`src/rtl/rom_boot_ctrl_if.sv`:
```
`default_nettype none
// ============================================================================
// Module   : rom_boot_ctrl_if
// Brief    : Image stream, ROM write/monitor and CPU run-control bundle.
// Revision : 1.0
// ============================================================================
interface rom_boot_ctrl_if;
   logic        start;
   logic        s_valid;
   logic [7:0]  s_data;
   logic        s_last;
   logic        s_ready;
   logic        rom_we;
   logic [7:0]  rom_addr;
   logic [7:0]  rom_wdata;
   logic        cpu_reset_n;
   logic [7:0]  pc;
   logic [7:0]  ir;
   logic [7:0]  mon_addr;
   logic [7:0]  mon_data;
   logic        busy;
   logic        halted;
   logic        timeout;
   logic        oversize;
   logic [15:0] run_cycles;

   modport slave (
      input  start, s_valid, s_data, s_last, pc, ir, mon_data,
      output s_ready, rom_we, rom_addr, rom_wdata, cpu_reset_n, mon_addr,
             busy, halted, timeout, oversize, run_cycles
   );

   modport master (
      output start, s_valid, s_data, s_last, pc, ir, mon_data,
      input  s_ready, rom_we, rom_addr, rom_wdata, cpu_reset_n, mon_addr,
             busy, halted, timeout, oversize, run_cycles
   );
endinterface
`default_nettype wire

```
`src/rtl/rom_boot_ctrl.sv`:
```
`default_nettype none
// ============================================================================
// Module   : rom_boot_ctrl
// Brief    : Loads a byte-stream image into program ROM, holds/releases the
//            CPU reset, then watches for the BRA * halt idiom or a watchdog.
// Revision : 1.0
// ============================================================================
module rom_boot_ctrl #(
   parameter int unsigned WATCHDOG  = 2000,
   parameter int unsigned RESET_CYC = 2,
   parameter logic [7:0]  HALT_OP   = 8'h20,
   parameter logic [7:0]  HALT_OFF  = 8'hFE
) (
   input  logic           clk,
   input  logic           reset,
   rom_boot_ctrl_if.slave sif
);
   typedef enum logic [2:0] {
      ST_IDLE  = 3'd0,
      ST_LOAD  = 3'd1,
      ST_HOLD  = 3'd2,
      ST_RUN   = 3'd3,
      ST_HALT  = 3'd4,
      ST_FAULT = 3'd5
   } state_t;

   localparam logic [15:0] c_WD_LIMIT  = 16'(WATCHDOG);
   localparam logic [15:0] c_HOLD_LAST = 16'(RESET_CYC);

   state_t      r_state, w_state;
   logic [7:0]  r_idx, w_idx;
   logic [15:0] r_hold, w_hold;
   logic        r_rom_we, w_rom_we;
   logic [7:0]  r_rom_addr, w_rom_addr;
   logic [7:0]  r_rom_wdata, w_rom_wdata;
   logic        r_cpu_rst_n, w_cpu_rst_n;
   logic        r_halted, w_halted;
   logic        r_timeout, w_timeout;
   logic        r_oversize, w_oversize;
   logic [15:0] r_run, w_run;
   logic [15:0] w_run_inc;
   logic        w_accept;
   logic        w_halt_hit;
   logic        w_wd_hit;

   assign w_accept  = (r_state == ST_LOAD) && sif.s_valid;
   assign w_run_inc = (r_run == 16'hFFFF) ? r_run : (r_run + 16'd1);
   // r_run is still zero during the first RUN cycle, which masks the halt check
   assign w_halt_hit = (r_run != 16'd0) && (sif.ir == HALT_OP) && (sif.mon_data == HALT_OFF);
   assign w_wd_hit   = (w_run_inc == c_WD_LIMIT);

   always_comb begin
      w_state     = r_state;
      w_idx       = r_idx;
      w_hold      = r_hold;
      w_rom_we    = 1'b0;
      w_rom_addr  = r_rom_addr;
      w_rom_wdata = r_rom_wdata;
      w_cpu_rst_n = r_cpu_rst_n;
      w_halted    = r_halted;
      w_timeout   = r_timeout;
      w_oversize  = r_oversize;
      w_run       = r_run;
      case (r_state)
         ST_IDLE, ST_HALT, ST_FAULT: begin
            if (sif.start) begin
               w_state     = ST_LOAD;
               w_idx       = 8'd0;
               w_hold      = 16'd0;
               w_cpu_rst_n = 1'b0;
               w_halted    = 1'b0;
               w_timeout   = 1'b0;
               w_oversize  = 1'b0;
               w_run       = 16'd0;
            end
         end
         ST_LOAD: begin
            if (w_accept) begin
               w_rom_we    = 1'b1;
               w_rom_addr  = r_idx;
               w_rom_wdata = sif.s_data;
               if (r_idx != 8'hFF) begin
                  w_idx = r_idx + 8'd1;
               end
               if (sif.s_last) begin
                  w_state = ST_HOLD;
                  w_hold  = 16'd0;
               end else if (r_idx == 8'hFF) begin
                  w_state    = ST_FAULT;
                  w_oversize = 1'b1;
               end
            end
         end
         ST_HOLD: begin
            // One extra count covers the final ROM write cycle before release
            if (r_hold == c_HOLD_LAST) begin
               w_state     = ST_RUN;
               w_cpu_rst_n = 1'b1;
            end else begin
               w_hold = r_hold + 16'd1;
            end
         end
         ST_RUN: begin
            w_run = w_run_inc;
            if (w_halt_hit) begin
               w_state  = ST_HALT;
               w_halted = 1'b1;
            end else if (w_wd_hit) begin
               w_state     = ST_FAULT;
               w_timeout   = 1'b1;
               w_cpu_rst_n = 1'b0;
            end
         end
         default: w_state = ST_IDLE;
      endcase
   end

   always_ff @(posedge clk or posedge reset) begin
      if (reset) begin
         r_state     <= ST_IDLE;
         r_idx       <= 8'd0;
         r_hold      <= 16'd0;
         r_rom_we    <= 1'b0;
         r_rom_addr  <= 8'd0;
         r_rom_wdata <= 8'd0;
         r_cpu_rst_n <= 1'b0;
         r_halted    <= 1'b0;
         r_timeout   <= 1'b0;
         r_oversize  <= 1'b0;
         r_run       <= 16'd0;
      end else begin
         r_state     <= w_state;
         r_idx       <= w_idx;
         r_hold      <= w_hold;
         r_rom_we    <= w_rom_we;
         r_rom_addr  <= w_rom_addr;
         r_rom_wdata <= w_rom_wdata;
         r_cpu_rst_n <= w_cpu_rst_n;
         r_halted    <= w_halted;
         r_timeout   <= w_timeout;
         r_oversize  <= w_oversize;
         r_run       <= w_run;
      end
   end

   assign sif.s_ready     = (r_state == ST_LOAD);
   assign sif.busy        = (r_state == ST_LOAD) || (r_state == ST_HOLD) || (r_state == ST_RUN);
   assign sif.rom_we      = r_rom_we;
   assign sif.rom_addr    = r_rom_addr;
   assign sif.rom_wdata   = r_rom_wdata;
   assign sif.cpu_reset_n = r_cpu_rst_n;
   assign sif.halted      = r_halted;
   assign sif.timeout     = r_timeout;
   assign sif.oversize    = r_oversize;
   assign sif.run_cycles  = r_run;
   assign sif.mon_addr    = sif.pc + 8'd1;
endmodule
`default_nettype wire

```
`src/flat_wrapper.sv`:
```
// flat-port wrapper written by rule: the top's interface ports become plain ports
module rom_boot_ctrl_flat 
#(
   parameter int unsigned WATCHDOG  = 2000,
   parameter int unsigned RESET_CYC = 2,
   parameter logic [7:0]  HALT_OP   = 8'h20,
   parameter logic [7:0]  HALT_OFF  = 8'hFE
)
  (clk, reset, sif_start, sif_s_valid, sif_s_data, sif_s_last, sif_pc, sif_ir, sif_mon_data, sif_s_ready, sif_rom_we, sif_rom_addr, sif_rom_wdata, sif_cpu_reset_n, sif_mon_addr, sif_busy, sif_halted, sif_timeout, sif_oversize, sif_run_cycles);
  rom_boot_ctrl_if sif_i ();
  input  logic clk;
  input  logic reset;
  input wire logic [$bits(sif_i.start)-1:0] sif_start;
  input wire logic [$bits(sif_i.s_valid)-1:0] sif_s_valid;
  input wire logic [$bits(sif_i.s_data)-1:0] sif_s_data;
  input wire logic [$bits(sif_i.s_last)-1:0] sif_s_last;
  input wire logic [$bits(sif_i.pc)-1:0] sif_pc;
  input wire logic [$bits(sif_i.ir)-1:0] sif_ir;
  input wire logic [$bits(sif_i.mon_data)-1:0] sif_mon_data;
  output wire logic [$bits(sif_i.s_ready)-1:0] sif_s_ready;
  output wire logic [$bits(sif_i.rom_we)-1:0] sif_rom_we;
  output wire logic [$bits(sif_i.rom_addr)-1:0] sif_rom_addr;
  output wire logic [$bits(sif_i.rom_wdata)-1:0] sif_rom_wdata;
  output wire logic [$bits(sif_i.cpu_reset_n)-1:0] sif_cpu_reset_n;
  output wire logic [$bits(sif_i.mon_addr)-1:0] sif_mon_addr;
  output wire logic [$bits(sif_i.busy)-1:0] sif_busy;
  output wire logic [$bits(sif_i.halted)-1:0] sif_halted;
  output wire logic [$bits(sif_i.timeout)-1:0] sif_timeout;
  output wire logic [$bits(sif_i.oversize)-1:0] sif_oversize;
  output wire logic [$bits(sif_i.run_cycles)-1:0] sif_run_cycles;
  assign sif_i.start = sif_start;
  assign sif_i.s_valid = sif_s_valid;
  assign sif_i.s_data = sif_s_data;
  assign sif_i.s_last = sif_s_last;
  assign sif_i.pc = sif_pc;
  assign sif_i.ir = sif_ir;
  assign sif_i.mon_data = sif_mon_data;
  assign sif_s_ready = sif_i.s_ready;
  assign sif_rom_we = sif_i.rom_we;
  assign sif_rom_addr = sif_i.rom_addr;
  assign sif_rom_wdata = sif_i.rom_wdata;
  assign sif_cpu_reset_n = sif_i.cpu_reset_n;
  assign sif_mon_addr = sif_i.mon_addr;
  assign sif_busy = sif_i.busy;
  assign sif_halted = sif_i.halted;
  assign sif_timeout = sif_i.timeout;
  assign sif_oversize = sif_i.oversize;
  assign sif_run_cycles = sif_i.run_cycles;
  rom_boot_ctrl #(.WATCHDOG(WATCHDOG), .RESET_CYC(RESET_CYC), .HALT_OP(HALT_OP), .HALT_OFF(HALT_OFF)) u_core (.clk(clk), .reset(reset), .sif(sif_i));
endmodule
```
`config.mk`:
```
export PLATFORM = sky130hd
export DESIGN_NAME = rom_boot_ctrl_flat
export DESIGN_NICKNAME = d
export VERILOG_FILES = /design/src/rtl/rom_boot_ctrl_if.sv /design/src/rtl/rom_boot_ctrl.sv /design/src/flat_wrapper.sv
export SDC_FILE = /design/constraint.sdc
export NUM_CORES = 1
export LEC_CHECK = 0
export ABC_AREA = 1
export ABC_CLOCK_PERIOD_IN_PS = 2200
export BUFFER_PORTS_ARGS = -buffer_cell sky130_fd_sc_hd__buf_2
export CORE_ASPECT_RATIO = 0.9
export CORE_MARGIN = 2
export CORE_UTILIZATION = 40
export CTS_BUF_LIST = sky130_fd_sc_hd__clkbuf_2
export CTS_CLUSTER_DIAMETER = 100
export DETAILED_ROUTE_END_ITERATION = 8
export GPL_TIMING_DRIVEN = 0
export PLACE_DENSITY = 0.62
export SETUP_SLACK_MARGIN = 0.4
export SYNTH_ARGS = -nofsm -noshare
export SYNTH_HDL_FRONTEND = slang
export SYNTH_SLANG_ARGS = --single-unit
```
`constraint.sdc`:
```
create_clock -name clk -period 2.2 [get_ports clk]
set_clock_uncertainty 0.1 [all_clocks]
set_input_delay 0.22 -clock clk [delete_from_list [all_inputs] [get_ports clk]]
set_output_delay 0.22 -clock clk [all_outputs]
set_load 0.02 [all_outputs]
```
==> results.json, run 1 <==
{
  "drc_errors": 0,
  "core_area_mm2": 0.00913,
  "setup_violations": 0,
  "cts_max_level": 3,
  "cp-start-kind": "flop",
  "fin_crit_sh_pct": 95.2,
  "synthCells": 508,
  "synth.distinct_cells": 31,
  "report.final.slew_viol_count": 0,
  "die-area_mm2": 0.0102,
  "cts_root_buffer": "clkbuf_2",
  "syn-num-nets": 551,
  "maxCapViolCount": 0,
  "rsz0062_at_grt": "true",
  "diodes": 0,
  "fin_crit_ns": 2.10,
  "fin_util_pct": 57.3,
  "dp_hpwl_um": 7380,
  "path_class": "reg -> reg",
  "cts.sinks": 64,
  "track_usage_pct": 21.6,
  "postPlaceCellArea_mm2": 0.00437,
  "power_density_mw_per_mm2": 838,
  "first_pass_iters": 6,
  "grt_remaining_overflow": 0,
  "grt_pass1_wl_um": 17600,
  "path_clk_slew_ns": 0.19,
  "numCtsBuffers": 9,
  "synth.yosys.warnings": 0,
  "drive_above_1_share_pct": 35.3,
  "seq_area_frac_synth_pct": 42.7,
  "place.gp.congestion": 0.882,
  "worstSkewPairLatency_ns": 0.52,
  "portBuffers": 83,
  "antenna_found_initial": 0,
  "design_area_mm2": 0.00523,
  "fmax_ghz": 0.477,
  "p_leak_nw": 2.56,
  "setup-tns-final_ns": 0,
  "fin_nets": 695,
  "avgSynthCellArea_um2": 7.39,
  "routed_via_density": 5.15,
  "irDropWorstVdd_mv": 0.599,
  "synth_area_mm2": 0.00375,
  "grt_pass1_vias": 3769,
  "hold_path_class": "in -> reg",
  "antenna_left": 0,
  "start_util_pct": 41.1,
  "cts_tree": "built",
  "cts_max_path_buffers": 2,
  "drt-initial-drc-count": 333,
  "grt_max_degree": 34,
  "slew_headroom_pct": 50.4,
  "tightest_slew_ns": 0.743,
  "arrival_ns": 2.39,
  "die_w_um": 106,
  "vias": 4011,
  "die_h_um": 95.9,
  "wl_um": 10800,
  "outcome": "completed",
  "finalWorstSetupSlack_ns": 0.105,
  "finalHoldViolCount": 0,
  "ys_ff_latch": 64,
  "io_pins": 84,
  "worstSetupEndpointType": "flop",
  "path_max_fanout": 8,
  "cp.required_ns": 2.49,
  "dp_slack_ns": -0.240,
  "num_rows": 33,
  "hold-worst-slack_ns": 0.0720,
  "layout-area-overhead-vs-synth_pct": 39.3,
  "wl_per_cell_um": 13.9
}
## sequential cells by signal, summed over array words and instances, names as in the netlist
register and cells:
u_core.r_hold 16, u_core.sif.run_cycles 16, u_core.r_idx 8, u_core.sif.rom_addr 8, u_core.sif.rom_wdata 8, u_core.r_state 3, u_core.sif.cpu_reset_n 1, u_core.sif.halted 1
u_core.sif.oversize 1, u_core.sif.rom_we 1, u_core.sif.timeout 1
## timing repair
action,CTS,global route
endpoints found under the hold margin,43,0
pin swaps,14,16
hold buffers,10,0
buffers inserted,30,9
endpoints found under the setup margin,47,60
resized for setup,51,62
## power breakdown
group,total (mW),switching (mW),internal (mW)
combinational,2.14,1.31,0.831
clock,0.739,0.478,0.260
sequential,1.50,0.142,1.36
total,4.38,1.93,2.45
## layer usage
layer	part of all wire (%)	GRT usage (%)	up-vias
met2	46	34.5	144
met4	1.3	8.11	0
met3	5.8	4.60	18
li1	-	-	1958
met1	47	29.0	1891
met5	0	0	-
## critical path, cell delays in order, from the launching register on
cell     delay, ns
dfrtp_1       0.44
nand2_1       0.09
nor2_2        0.20
nand2_1       0.14
nor2_4        0.16
buf_12        0.15
nand2_4       0.06
a21oi_2       0.12
nand3_1       0.07
nor2_1        0.09
nand2_1       0.07
nand2_2       0.10
nand2_2       0.07
nand2_1       0.07
nand2_1       0.05
## stage by stage
stage               total power [mW]  cells
floorplan                       2.54    508
global placement                3.00    713
detailed placement              3.03    714
CTS                             4.11    770
global route                    4.66    779
finish                          4.38    779
## worst paths after layout
check                                                           start                                  end  slack (ns)  depth (start not counted)
worst max-delay path            u_core.sif.run_cycles[15]$_DFFE_PP0P_        u_core.r_state[0]$_DFFE_PP0P_        0.10                         14
worst min-delay path                                        sif_ir[6]        u_core.sif.halted$_DFFE_PP0P_        0.07                          7
worst max register to register  u_core.sif.run_cycles[15]$_DFFE_PP0P_        u_core.r_state[0]$_DFFE_PP0P_        0.10                         14
worst min register to register    u_core.sif.rom_wdata[7]$_DFFE_PP0P_  u_core.sif.rom_wdata[7]$_DFFE_PP0P_        0.40                          2
max in group asynchronous                                       reset   u_core.sif.cpu_reset_n$_DFFE_PP0P_        1.11                          4
min in group asynchronous                                       reset         u_core.r_hold[9]$_DFFE_PP0P_        0.23                          3
## layout by cell type (no fill, tap or decap), types with 10 or more instances in the layout
master         synthesis  final
buf_2                  3     82
buf_4                  0     33
clkbuf_2               0     12
dfrtp_1               64     55
dlygate4sd3_1          0     10
inv_1                 71     60
nand2_1              132    121
nand2_2                4     13
nand3_1               41     31
nand4_1               19     19
nor2_1                43     31
nor3_1                14     11
o21ai_0               36     27
o22ai_1               18     18
xor2_1                17     17
## Yosys cell counts
master,instances,area (µm²)
xnor2_1,2,17.5
o21ai_0,36,180
a21oi_1,12,60.1
clkbuf_1,5,18.8
buf_2,3,15.0
a31oi_1,1,6.26
dfrtp_1,64,1600
nand4_1,19,119
ha_1,6,75.1
nor2_1,43,161
nand2_1,132,495
nor2_4,2,22.5
nor4_1,4,25.0
a21oi_2,2,17.5
nand2_4,2,22.5
xor2_2,1,16.3
buf_6,1,11.3
inv_2,1,3.75
nand2_2,4,25.0
or2_2,1,6.26
and3_1,1,6.26
a211oi_1,1,7.51
nand3_2,1,10.0
nand3_1,41,205
nor2_2,1,6.26
xor2_1,17,149
nor3_1,14,70.1
o22ai_1,18,113
o22a_1,1,8.76
inv_1,71,267
nand4_2,1,12.5
## layout make-up
cell class | instances | area, µm²
fill | 823 | 3900
multi-input combinational | 363 | 2120
sequential | 64 | 1610
clock buffer | 9 | 45.0
clock inverter | 7 | 71.3
timing repair buffer | 133 | 870
buffer | 9 | 80.1
tap | 122 | 153
inverter | 72 | 279
## logic make-up after synthesis
group,share of synthesized area (%)
compound gates,10.5
simple gates,31.6
fa+ha+maj,2.00
xor+xnor,4.87
flops,42.7
buf+inv,8.40
(Power assumes the default switching activity.)
==> run 2, diff against run 1 <==
--- a/config.mk
+++ b/config.mk
@@ -11,12 +11,11 @@
 export CORE_ASPECT_RATIO = 0.9
 export CORE_MARGIN = 2
 export CORE_UTILIZATION = 40
-export CTS_BUF_LIST = sky130_fd_sc_hd__clkbuf_2
+export CTS_BUF_LIST = sky130_fd_sc_hd__clkbuf_4 sky130_fd_sc_hd__clkbuf_8
 export CTS_CLUSTER_DIAMETER = 100
 export DETAILED_ROUTE_END_ITERATION = 8
 export GPL_TIMING_DRIVEN = 0
 export PLACE_DENSITY = 0.62
-export SETUP_SLACK_MARGIN = 0.4
 export SYNTH_ARGS = -nofsm -noshare
 export SYNTH_HDL_FRONTEND = slang
 export SYNTH_SLANG_ARGS = --single-unit
==> run 2 against run 1 <==
Critical path depth rose by 1. Non-clock buffer count fell by 33. Critical path type unchanged. Routed wire length fell by 8.1%. Sequential power barely moved. Global-route usage fell by 1.7 points. First-iteration DRC count fell by 21%. Sequential share of layout area rose by 2.6 points. Cell area fell by 8.1%. Worst setup slack improved by 0.0049 ns. Utilization fell by 4.6 points. Count of clock-buffer cells in the layout did not move.
==> results.json, run 2 (same netlist as run 1, synthesis figures left out) <==
{
  "cts_max_path_buffers": 2,
  "r2r_slack_ns": 0.11,
  "outcome": "completed",
  "core_area_mm2": 0.00913,
  "reg2reg_to": "u_core.r_state[0]$_DFFE_PP0P_",
  "grt_pass1_wl_um": 16100,
  "place.gp.congestion": 0.870,
  "totalPowerFinal_mw": 4.12,
  "dp_hpwl_um": 7340,
  "gr-usage-met1_pct": 27.9,
  "antenna_left": 0,
  "io_pins": 84,
  "slew_headroom_pct": 54.0,
  "multi_input_area_mm2": 0.00193,
  "cp-start-kind": "flop",
  "hold_path_depth": 5,
  "cp.required_ns": 2.33,
  "maxCapViolCount": 0,
  "arrival_ns": 2.22,
  "wl_um": 9920,
  "start_util_pct": 41.1,
  "die_h_um": 95.9,
  "rsz0062_at_grt": "true",
  "cts_tree": "built",
  "p_leak_nw": 2.38,
  "r2r_cells": 15,
  "drive_above_1_share_pct": 23.8,
  "cts.sinks": 64,
  "routed_via_density": 4.99,
  "fin_crit_sh_pct": 95.0,
  "r2r_start": "u_core.sif.run_cycles[1]$_DFFE_PP0P_",
  "track_usage_pct": 19.8,
  "grt.busiest_layer": "met2",
  "finalWorstSetupSlack_ns": 0.109,
  "fill_cells": 883,
  "path_max_fanout": 5,
  "grt_max_degree": 34,
  "diodes": 0,
  "tightest_slew_ns": 0.689,
  "finalHoldViolCount": 0,
  "drc_errors": 0,
  "antenna_found_initial": 0,
  "fin_nets": 662,
  "numCtsBuffers": 9,
  "grt_use_met2_pct": 31.6,
  "power_density_mw_per_mm2": 858,
  "hold_path_class": "in -> reg",
  "path_class": "reg -> reg",
  "die-area_mm2": 0.0102,
  "fmax_ghz": 0.478,
  "worst_hold_startpoint": "sif_s_last",
  "min_to": "u_core.r_state[1]$_DFFE_PP0P_",
  "grt_pass1_vias": 3524,
  "layout-area-overhead-vs-synth_pct": 28.0,
  "wl_per_cell_um": 13.3,
  "worstSetupEndpointType": "flop",
  "vias": 3719,
  "setup_violations": 0,
  "fin_crit_ns": 2.09,
  "cts_max_level": 3,
  "dp_slack_ns": -0.230,
  "final_common_cell": "nand2_1",
  "num_rows": 33,
  "worstSkewPairLatency_ns": 0.35,
  "final_cell_mix": "nand2_1 (131), buf_2 (86), inv_1 (70)",
  "die_w_um": 106,
  "grt_remaining_overflow": 0,
  "cts_root_buffer": "clkbuf_8",
  "report.final.slew_viol_count": 0,
  "drt-initial-drc-count": 264,
  "use_met3_pct": 2.98,
  "path_clk_slew_ns": 0.08,
  "register_area_mm2": 0.00161,
  "irDropWorstVdd_mv": 0.577,
  "first_pass_iters": 5,
  "portBuffers": 83
}
[run 2: layout make-up]
cell class              instances  share of cell area (%)
clock inverters                 6                    1.46
clock buffers                   9                    2.58
plain buffers                   9                    1.04
multi-input cells             363                    40.2
well taps                     122                    3.18
flip-flops and latches         64                    33.5
repair buffers                100                    12.4
inverters                      72                    5.68
[run 2: how the worst max path moves through the flow]
stage	slack (ns)	to	startpoint	cells after the start
after floorplan	0.01	u_core.r_state[0]$_DFFE_PP0P_	u_core.sif.run_cycles[0]$_DFFE_PP0P_	15
after global placement	-0.57	u_core.sif.run_cycles[8]$_DFFE_PP0P_	reset	2
after global routing	-0.04	u_core.r_state[0]$_DFFE_PP0P_	u_core.sif.run_cycles[1]$_DFFE_PP0P_	15
after CTS	0.02	u_core.r_state[0]$_DFFE_PP0P_	u_core.sif.run_cycles[1]$_DFFE_PP0P_	15
after detailed placement	-0.23	u_core.r_hold[6]$_DFFE_PP0P_	u_core.r_state[2]$_DFFE_PP0P_	8
final	0.11	u_core.r_state[0]$_DFFE_PP0P_	u_core.sif.run_cycles[1]$_DFFE_PP0P_	15
[run 2: worst max-delay path, cell delays in order, from the launching register on]
cell and delay, ns:
dfrtp_2 0.42, ha_4 0.17, nand3_4 0.12, inv_4 0.12, nand2_4 0.06, nor2_4 0.13, buf_8 0.15, nand2_4 0.05
a21oi_2 0.12, nand3_1 0.08, nor2_1 0.11, nand2_1 0.07, nand2_2 0.10, nand2_2 0.07, nand2_1 0.07, nand2_1 0.05
[run 2: report_power, final]
group | switching (mW) | leakage [nW] | internal (mW)
registers | 0.133 | 0.865 | 1.36
clock network | 0.486 | 0.0879 | 0.522
logic | 1.11 | 1.42 | 0.514
[run 2: through the flow]
step                utilization (%)  hold WS, ns  TNS (ns)  instance area [µm²]  instances
detailed placement             47.6        0.280     -2.74                 4340        714
global route                   52.7        0.182    -0.127                 4810        745
finish                         52.7        0.173         0                 4810        745
CTS                            51.1        0.153         0                 4660        739
global placement               47.4        0.319    -39.25                 4320        713
floorplan                         -        0.237         0                 3750        508
[run 2: routing by layer]
| layer | part of all wire, % | vias to the layer above |
|---|---|---|
| met4 | 1.3 | 0 |
| met5 | 0 | - |
| met2 | 44 | 109 |
| met3 | 5.4 | 9 |
| li1 | - | 1892 |
| met1 | 50 | 1709 |
[run 2: repair_timing]
item                                    CTS  global route
buffers inserted                          1             5
hold buffers                              9             0
pin swaps                                 0             5
cloned                                    0             1
endpoints found under the setup margin   19            30
resized for setup                         8            26
hold endpoints to repair                 40             0
==> run 3, diff against run 2 <==
==> constraint.sdc (replaced) <==
create_clock -name clk -period 2.2 [get_ports clk]
set_clock_uncertainty 0.1 [all_clocks]
set_input_delay 0.11 -clock clk [delete_from_list [all_inputs] [get_ports clk]]
set_output_delay 0.11 -clock clk [all_outputs]
set_load 0.02 [all_outputs]
==> run 3 against run 2 <==
Sequential cell count unchanged. Cell area is 0.39% higher. Count of clock-buffer cells in the layout is the same. Power grew 0.60%. Largest power group unchanged. Highest routed layer unchanged.
==> results.json, run 3 (same netlist as run 1, synthesis figures left out) <==
{
  "outcome": "completed",
  "grt_max_degree": 34,
  "start_util_pct": 41.1,
  "core_area_mm2": 0.00913,
  "fin_crit_ns": 2.11,
  "io_pins": 84,
  "report.final.slew_viol_count": 0,
  "dp_hpwl_um": 7340,
  "numCtsBuffers": 9,
  "track_usage_pct": 19.7,
  "die_w_um": 106,
  "vias": 3725,
  "slew_headroom_pct": 53.4,
  "grt_pass1_wl_um": 16000,
  "final_common_cell": "nand2_1",
  "cts_max_path_buffers": 2,
  "path_class": "reg -> reg",
  "cts_max_level": 3,
  "tightest_slew_ns": 0.698,
  "wl_met1_um": 4880,
  "diodes": 0,
  "irDropWorstVdd_mv": 0.577,
  "hold-worst-slack_ns": 0.0546,
  "grt_pass1_vias": 3509,
  "fmax_ghz": 0.474,
  "final_cell_mix": "nand2_1 (131), buf_2 (86), inv_1 (70)",
  "path_max_fanout": 5,
  "fin_crit_sh_pct": 96.0,
  "cts.sinks": 64,
  "routed_via_density": 4.99,
  "antenna_left": 0,
  "routed.top_layer": "met4",
  "drive_above_1_share_pct": 23.7,
  "fin_util_pct": 52.9,
  "num_rows": 33,
  "die_h_um": 95.9,
  "worstSkewPairLatency_ns": 0.35,
  "arrival_ns": 2.24,
  "grt_remaining_overflow": 0,
  "setup_violations": 0,
  "maxCapViolCount": 0,
  "worstSetupEndpointType": "flop",
  "wl_per_cell_um": 13.3,
  "p_leak_nw": 2.38,
  "hold_path_class": "in -> reg",
  "portBuffers": 83,
  "wl_met2_um": 4380,
  "wl_um": 9930,
  "drt-initial-drc-count": 289,
  "cp.required_ns": 2.33,
  "multi_input_area_mm2": 0.00195,
  "finalHoldViolCount": 0,
  "cts_tree": "built",
  "register_area_mm2": 0.00161,
  "cts_root_buffer": "clkbuf_8",
  "antenna_found_initial": 0,
  "fin_nets": 663,
  "layout-area-overhead-vs-synth_pct": 28.5,
  "drc_errors": 0,
  "power_density_mw_per_mm2": 859,
  "path_clk_slew_ns": 0.08,
  "cp-start-kind": "flop",
  "first_pass_iters": 5,
  "route.met3.wl_um": 566,
  "fill_cells": 882,
  "place.gp.congestion": 0.870,
  "rsz0062_at_grt": "true",
  "die-area_mm2": 0.0102
}
run 3: cell count changes in the layout (fill, tap and decap cells not counted):
cell / change
nand3_4: +1
buf_4: +1
clkbuf_2: -1
nor2_2: -1
nor2_4: +1
nand3_2: -1
clkbuf_1: +1
run 3: final timing paths:
kind | startpoint | end | slack, ns | cells past startpoint
worst min-delay path | sif_s_last | u_core.r_state[1]$_DFFE_PP0P_ | 0.05 | 5
min in group asynchronous | reset | u_core.sif.rom_wdata[7]$_DFFE_PP0P_ | 0.32 | 3
worst min register to register | u_core.sif.rom_wdata[7]$_DFFE_PP0P_ | u_core.sif.rom_wdata[7]$_DFFE_PP0P_ | 0.38 | 2
worst max register to register | u_core.sif.run_cycles[1]$_DFFE_PP0P_ | u_core.r_state[0]$_DFFE_PP0P_ | 0.09 | 15
max in group asynchronous | reset | u_core.sif.run_cycles[0]$_DFFE_PP0P_ | 1.04 | 4
worst max-delay path | u_core.sif.run_cycles[1]$_DFFE_PP0P_ | u_core.r_state[0]$_DFFE_PP0P_ | 0.09 | 15
run 3: where the power goes:
group	switching [mW]	leakage (nW)	internal (mW)
Sequential	0.132	0.865	1.36
Clock	0.491	0.0879	0.522
Combinational	1.12	1.43	0.524
run 3: routing by layer:
| layer | vias to the layer above | track usage (%) |
|---|---|---|
| li1 | 1889 | - |
| met1 | 1726 | 27.7 |
| met2 | 101 | 31.1 |
| met3 | 9 | 3.25 |
| met4 | 0 | 7.02 |
| met5 | - | 0 |
run 3: metrics by stage:
| step | setup slack (ns) | cells | total power, mW | TNS [ns] | area (µm²) |
|---|---|---|---|---|---|
| floorplan | 0.0117 | 508 | 2.53 | 0 | 3750 |
| global placement | -0.460 | 713 | 2.99 | -32.21 | 4320 |
| detailed placement | -0.230 | 714 | 3.03 | -2.74 | 4340 |
| CTS | -0.00700 | 739 | 4.08 | -0.00700 | 4650 |
| global route | -0.0560 | 746 | 4.42 | -0.286 | 4820 |
| finish | 0.0888 | 746 | 4.15 | 0 | 4820 |
run 3: final cells by class:
class                   count  share of cell area, %
clock inverters             6                   1.45
well taps                 122                   3.16
clock buffers               9                   2.57
plain buffers               9                   1.01
flip-flops and latches     64                   33.3
inverters                  72                   5.65
repair buffers            101                   12.5
multi-input cells         363                   40.3
run 3: repair_timing:
item | CTS | global route
endpoints found under the setup margin | 19 | 33
buffers inserted | 1 | 6
cloned | 0 | 1
endpoints found under the hold margin | 40 | 0
gates resized for setup | 6 | 28
hold buffers | 9 | 0
pin swaps | 0 | 5
run 3: worst max-delay path: stages (launching register included):
cell	delay (ns)
dfrtp_2	0.42
ha_4	0.17
nand3_4	0.13
inv_4	0.12
nand2_4	0.06
nor2_4	0.13
buf_8	0.15
nand2_4	0.05
a21oi_2	0.12
nand3_1	0.08
nor2_1	0.11
nand2_1	0.08
nand2_2	0.10
nand2_2	0.07
nand2_1	0.07
nand2_1	0.05
